[src/rtl/bert_error_counter.sv]
// BER measurement stage: compares received words with the PRBS reference on the
// active lanes and accumulates saturating bit-error / bit-compared totals after lock.
`timescale 1ns/1ps
module bert_error_counter #(
  parameter int DW         = 32,
  parameter int CNT_W      = 32,
  parameter int LOCK_WORDS = 4
) (
  input  logic             clock,
  input  logic             rst_n,
  input  logic             channel_reset,
  input  logic [2:0]       datawidth,
  input  logic             start,
  input  logic [15:0]      window_len,
  input  logic             rx_valid,
  input  logic [DW-1:0]    rx_data,
  input  logic [DW-1:0]    exp_data,
  output logic [CNT_W-1:0] err_count,
  output logic [CNT_W-1:0] bit_count,
  output logic             locked,
  output logic             busy,
  output logic             done,
  output logic [1:0]       dbg_state
);

  localparam int E_W = $clog2(DW + 1);
  localparam int S_W = $clog2(LOCK_WORDS + 1);

  // rx_valid qualifies rx_data/exp_data for exactly one cycle; there is no ready,
  // every valid word is consumed in the cycle it is presented.
  typedef enum logic [1:0] {
    IDLE    = 2'd0,
    SYNC    = 2'd1,
    MEASURE = 2'd2,
    DONE    = 2'd3
  } state_t;

  state_t           state_q;
  logic [2:0]       dw_q;
  logic [15:0]      win_q;
  logic [E_W-1:0]   e_q;
  logic             v1_q;
  logic [S_W-1:0]   streak_q;
  logic [15:0]      words_q;
  logic [CNT_W-1:0] err_q;
  logic [CNT_W-1:0] bit_q;

  logic [E_W-1:0]   lanes;
  logic [DW-1:0]    mask;
  logic [DW-1:0]    diff;
  logic [E_W-1:0]   pop_d;

  // Lane codes 5..7 all select the full 32-lane width, capped at DW.
  always_comb begin
    lanes = E_W'(DW);
    if (dw_q < 3'd5 && int'(32'd1 << dw_q) < DW) lanes = E_W'(32'd1 << dw_q);
    mask = '0;
    for (int i = 0; i < DW; i++) begin
      if (i < int'(lanes)) mask[i] = 1'b1;
    end
    diff  = (rx_data ^ exp_data) & mask;
    pop_d = '0;
    for (int i = 0; i < DW; i++) begin
      pop_d = pop_d + E_W'(diff[i]);
    end
  end

  function automatic logic [CNT_W-1:0] sat_add(input logic [CNT_W-1:0] a,
                                                input logic [E_W-1:0]   b);
    logic [CNT_W:0] s;
    s = {1'b0, a} + (CNT_W + 1)'(b);
    return s[CNT_W] ? '1 : s[CNT_W-1:0];
  endfunction

  always_ff @(posedge clock or negedge rst_n) begin
    if (!rst_n) begin
      state_q  <= IDLE;
      dw_q     <= '0;
      win_q    <= '0;
      e_q      <= '0;
      v1_q     <= 1'b0;
      streak_q <= '0;
      words_q  <= '0;
      err_q    <= '0;
      bit_q    <= '0;
    end else if (channel_reset) begin
      state_q  <= IDLE;
      dw_q     <= '0;
      win_q    <= '0;
      e_q      <= '0;
      v1_q     <= 1'b0;
      streak_q <= '0;
      words_q  <= '0;
      err_q    <= '0;
      bit_q    <= '0;
    end else begin
      e_q  <= pop_d;
      v1_q <= rx_valid;
      case (state_q)
        IDLE, DONE: begin
          if (start) begin
            state_q  <= SYNC;
            dw_q     <= datawidth;
            win_q    <= window_len;
            streak_q <= '0;
          end
        end
        SYNC: begin
          if (v1_q) begin
            if (e_q != '0) begin
              streak_q <= '0;
            end else if (streak_q == S_W'(LOCK_WORDS - 1)) begin
              // The lock word itself is not counted; totals restart here.
              state_q  <= MEASURE;
              streak_q <= '0;
              words_q  <= '0;
              err_q    <= '0;
              bit_q    <= '0;
            end else begin
              streak_q <= streak_q + S_W'(1);
            end
          end
        end
        MEASURE: begin
          if (v1_q) begin
            err_q   <= sat_add(err_q, e_q);
            bit_q   <= sat_add(bit_q, lanes);
            words_q <= words_q + 16'd1;
            if (win_q != 16'd0 && (words_q + 16'd1) == win_q) state_q <= DONE;
          end
        end
        default: state_q <= IDLE;
      endcase
    end
  end

  assign err_count = err_q;
  assign bit_count = bit_q;
  assign locked    = (state_q == MEASURE) || (state_q == DONE);
  assign busy      = (state_q == SYNC) || (state_q == MEASURE);
  assign done      = (state_q == DONE);
  assign dbg_state = state_q;

endmodule

[config.mk]
export PLATFORM = sky130hd
export DESIGN_NAME = bert_error_counter
export DESIGN_NICKNAME = d
export VERILOG_FILES = /design/src/rtl/bert_error_counter.sv
export SDC_FILE = /design/constraint.sdc
export NUM_CORES = 1
export LEC_CHECK = 0
export ABC_AREA = 1
export CORE_UTILIZATION = 50
export DETAILED_ROUTE_END_ITERATION = 10
export PLACE_DENSITY_LB_ADDON = 0.2
export SETUP_SLACK_MARGIN = 0.3
export SYNTH_ARGS = -nofsm -noshare
export SYNTH_HDL_FRONTEND = slang
export SYNTH_SLANG_ARGS = --single-unit
[constraint.sdc]
create_clock -name clock -period 7.5 [get_ports clock]
set_input_delay 1.5 -clock clock [delete_from_list [all_inputs] [get_ports clock]]
set_output_delay 1.5 -clock clock [all_outputs]
set_load 0.03 [all_outputs]
==> impl_summary.md <==
Clock tree
The clock transition at the registers of the reported paths is 0.07 ns. The clock drives 111 sinks. In this run the post-CTS setup repair buffer count came out at 0. The clock tree root buffer cell is sky130_fd_sc_hd__clkbuf_16.

The insertion delay to the later sink of the worst-skew pair is 0.36 ns. The hold buffer count at CTS is 0. The number of gates given a new drive strength after cts is 0. CTS built an H-tree with a depth of 3. The maximum buffer depth of the clock tree is 2. The CTS tree is done. The number of clock buffers added by TritonCTS is 9.

Detailed routing
The total wirelength of the detailed-routed design is 21,900 microns. In this run the remaining antenna-violating nets after routing total 0. The average detailed-routed wire length per instance is 14.3 microns. The first-pass iteration count of the detailed router is 6. The count of vias placed by the detailed router is 8,204.

The routed via count divided by cell count is 5.36. After the first detailed-routing iteration, the DRC count stood at 683. The remaining design rule violation count is 0.

Pwr
Net switching is 42.5% of the power. For this design the static power due to leakage is 4.86 nW. Sequential cells burn 27.5% of the power. The combinational fraction of design power is 51.7%.

Total power for the finished layout comes to 2.55 mW. The share of total power dissipated in the clock network is 20.8%. The internal cell power is 1.46 mW. Summed over all nets, the switching power comes to 1.08 mW. The worst-case vdd ir drop is 0.000298 V. For this design the ratio of total power to cell area is 244 mW/mm^2.

GRT
The first global-routing pass estimated 36,300 microns of wire. In the global route stage, met1 resource usage came out at 36.0%. The all-layer global routing usage is 27.1%. The most used routing layer is met2.

The number of global-route vias before repair was 7,597. The largest net degree at the start of global routing is 57. The leftover overflow at the end of global routing is 0. The number of antenna violations at the first check in global routing is 0. For met2 alone, demand over resource in global routing was 45.5%. Global routing used 3.73% of the available met3 tracks.

Setup path
Of all nets on the critical path, the largest fanout is 2. The worst setup path is captured at a flop. For the worst setup path, the data arrival time is 6.66 ns.

The length in cells of the worst reg-to-reg path is 23. The critical path start-end classification is in -> reg. The launching element type of the critical path is an input pin. For the worst setup path, the data required time is 7.72 ns.

Min path
Along the worst hold path, the cell count comes to 2. The path category of the worst min-delay check is reg -> reg.

Yosys
A synthesized cell averages 7.17 sq um. The count of cell types in the netlist is 50. The cell type with the largest total area after synthesis is sky130_fd_sc_hd__dfrtp_1. The post-synthesis compound-gate area fraction is 11.8%. The share of the synthesized area in the top cell type is 33.3%.

The area fraction in and, or, nand and nor cells after synthesis is 31.4%. Of the total synthesized cell area, the portion taken by full adders, half adders and majority gates is 9.70%. For this run, the number of Yosys warnings is 0. Synthesis produced a netlist with a net count of 1,300. The multiplexer share of the synthesized area is 0.135%. The combinational family with the most area after synthesis is simple AND/OR/NAND/NOR gates.

The share of the yosys chip area belonging to registers is 33.3%. The number of synthesized register bits is 111. By area the synthesized netlist is led by sky130_fd_sc_hd__dfrtp_1, sky130_fd_sc_hd__nand2_1, sky130_fd_sc_hd__inv_1. Summing the areas of all xor and xnor instances in the mapped netlist gives 4.73% of the synthesized area. In the synthesized netlist, the number of instances is 1,163.

The combined area of all synthesized cells is 0.00833 sq mm.

Floorplan
The placement row count is 46. The core outline area is 0.0161 sq mm. The full die area is 0.0172 sq mm. Once the floorplan was initialized, standard cells occupied 51.9% of the core. The number of primary I/O pins is 157.

Measured along the y axis, the die boundary spans 131 microns. The overall die width is 131 microns.

Outcome
The run finished with clean final reports.

Timing
The total count of hold-check failures in the final report is 0. Setup repair after global routing left no endpoint under its margin. Derived from the worst setup path, the maximum achievable clock frequency is 155 MHz.

Setup violations remaining at the end of the flow were counted as 0. The final period utilization is 85.8%. Clock skew on the completed layout was measured at 0.0122 ns. The number of slew-limit violations in the final report is 0.

The relative slew slack is 21.4%. The clock period minus final worst setup slack is 6.44 ns. The actual transition at the worst max-transition pin is 1.18 ns. The post-route setup TNS is 0 ns.

Final layout
After the flow finishes, the layout carries non-filler instances totaling 1,530. At the end of the flow the core is filled with cells to 64.9%. The top cell types in the final layout, fill and taps aside, are sky130_fd_sc_hd__nand2_1, sky130_fd_sc_hd__inv_1, sky130_fd_sc_hd__clkdlybuf4s50_1. Fill cells in the final layout number 1,422. Leaving out fill and tap cells, the most frequent cell in the layout is sky130_fd_sc_hd__nand2_1. At the end of the flow, the number of nets in the layout was 1,446. 0 antenna diodes ended up in the layout.

The post-route netlist has 4.79% of its cells at a drive strength greater than 1. The layout overhead on the synthesized area is 25.0%.

Placement
Routability-driven placement finished with a final weighted congestion of 0.935. The post-detailed-placement half-perimeter wirelength is 16,800 microns. Once placement completed, the tool counted placed cells totaling 1,514. Buffers placed on the I/O ports in this run total 156.

Job
Across the run, the number of max-cap violations was 0.
[registers in the layout, indices dropped and copies added, names as in the netlist]
register	cells
win_q	16
bit_count	32
err_count	32
streak_q	3
v1_q	1
dbg_state	2
dw_q	3
words_q	16
e_q	6
[routing by layer]
layer	part of all wire [%]	vias up	wire length, microns
met5	0	-	0
met4	1.8	0	387
met2	47	290	10300
li1	-	4092	-
met3	5.2	25	1150
met1	46	3797	10100
[cells in the mapped netlist (all sizes together)]
cell	number
dfrtp	111
nor4	4
xor2	38
fa	26
inv	164
o22ai	15
nand2	314
and3	1
buf	12
a21o	2
or2	4
a21boi	1
ha	23
a22o	1
clkbuf	14
nor4b	2
a31oi	1
o21a	1
nor2	96
nand3	97
o211ai	1
o31ai	2
nor3	24
xnor2	7
nand3b	2
mux2	1
and2	1
or4	1
nand4	35
a21oi	33
o21ai	129
[path summary, 6_finish.rpt]
check / from / end / slack, ns
setup / recovery: rx_data[1] / e_q[4] / 1.06
setup reg to reg: dw_q[2] / e_q[4] / 1.28
hold / removal: streak_q[1] / streak_q[1] / 0.53
hold reg to reg: streak_q[1] / streak_q[1] / 0.53
max in group asynchronous: rst_n / bit_count[4] / 5.11
min in group asynchronous: rst_n / err_count[4] / 1.20
[stage by stage]
step | worst slack (ns) | hold slack (ns) | area, sq um
5_1_grt | 0.827 | 0.556 | 10400
3_3_place_gp | 0.789 | 0.500 | 10100
3_5_place_dp | 0.694 | 0.520 | 10100
6_report | 1.06 | 0.534 | 10400
2_1_floorplan | 1.41 | 0.477 | 8330
4_1_cts | 1.06 | 0.539 | 10400
[area by class of cell]
cell class	count	area, sq um	share of cell area (%)
Tap cell	216	270	2.59
Clock inverter	3	65.1	0.625
Clock buffer	13	260	2.50
Inverter	164	618	5.93
Timing Repair Buffer	161	1600	15.3
Multi-Input combinational cell	862	4830	46.3
Sequential cell	111	2780	26.7
[cell families (layout without fill, tap and decap cells)]
| group | Yosys count | after routing |
|---|---|---|
| adders and majority gates | 49 | 49 |
| muxes | 1 | 1 |
| DFF | 111 | 111 |
| and+or+nand+nor | 581 | 581 |
| AOI/OAI and AO/OA | 186 | 186 |
| buffers and inverters | 190 | 341 |
| xor gates and xnor gates | 45 | 45 |
[worst max-delay path, stage by stage]
cell and delay, ns:
sky130_fd_sc_hd__clkdlybuf4s50_1 0.51, sky130_fd_sc_hd__xor2_1 0.15, sky130_fd_sc_hd__o21ai_0 0.13, sky130_fd_sc_hd__fa_1 0.52, sky130_fd_sc_hd__fa_1 0.53, sky130_fd_sc_hd__fa_1 0.53, sky130_fd_sc_hd__fa_1 0.52, sky130_fd_sc_hd__fa_1 0.51
sky130_fd_sc_hd__fa_1 0.55, sky130_fd_sc_hd__inv_1 0.04, sky130_fd_sc_hd__ha_1 0.22, sky130_fd_sc_hd__fa_1 0.39, sky130_fd_sc_hd__nand2_1 0.08, sky130_fd_sc_hd__inv_1 0.05, sky130_fd_sc_hd__nor2_1 0.08, sky130_fd_sc_hd__nor2_1 0.04
sky130_fd_sc_hd__nor2_1 0.11, sky130_fd_sc_hd__xor2_1 0.16, sky130_fd_sc_hd__nor2_1 0.05
[power by group through the flow]
| stage | Combinational [mW] | Clock (mW) | Sequential (mW) |
|---|---|---|---|
| floorplan | 0.949 | 0 | 0.719 |
| finish | 1.32 | 0.529 | 0.700 |
| global route | 1.55 | 0.557 | 0.705 |
| CTS | 1.34 | 0.537 | 0.699 |
| detailed placement | 1.33 | 0 | 0.711 |
| global placement | 1.27 | 0 | 0.709 |
No activity file was read; power rests on OpenSTA's default activity.
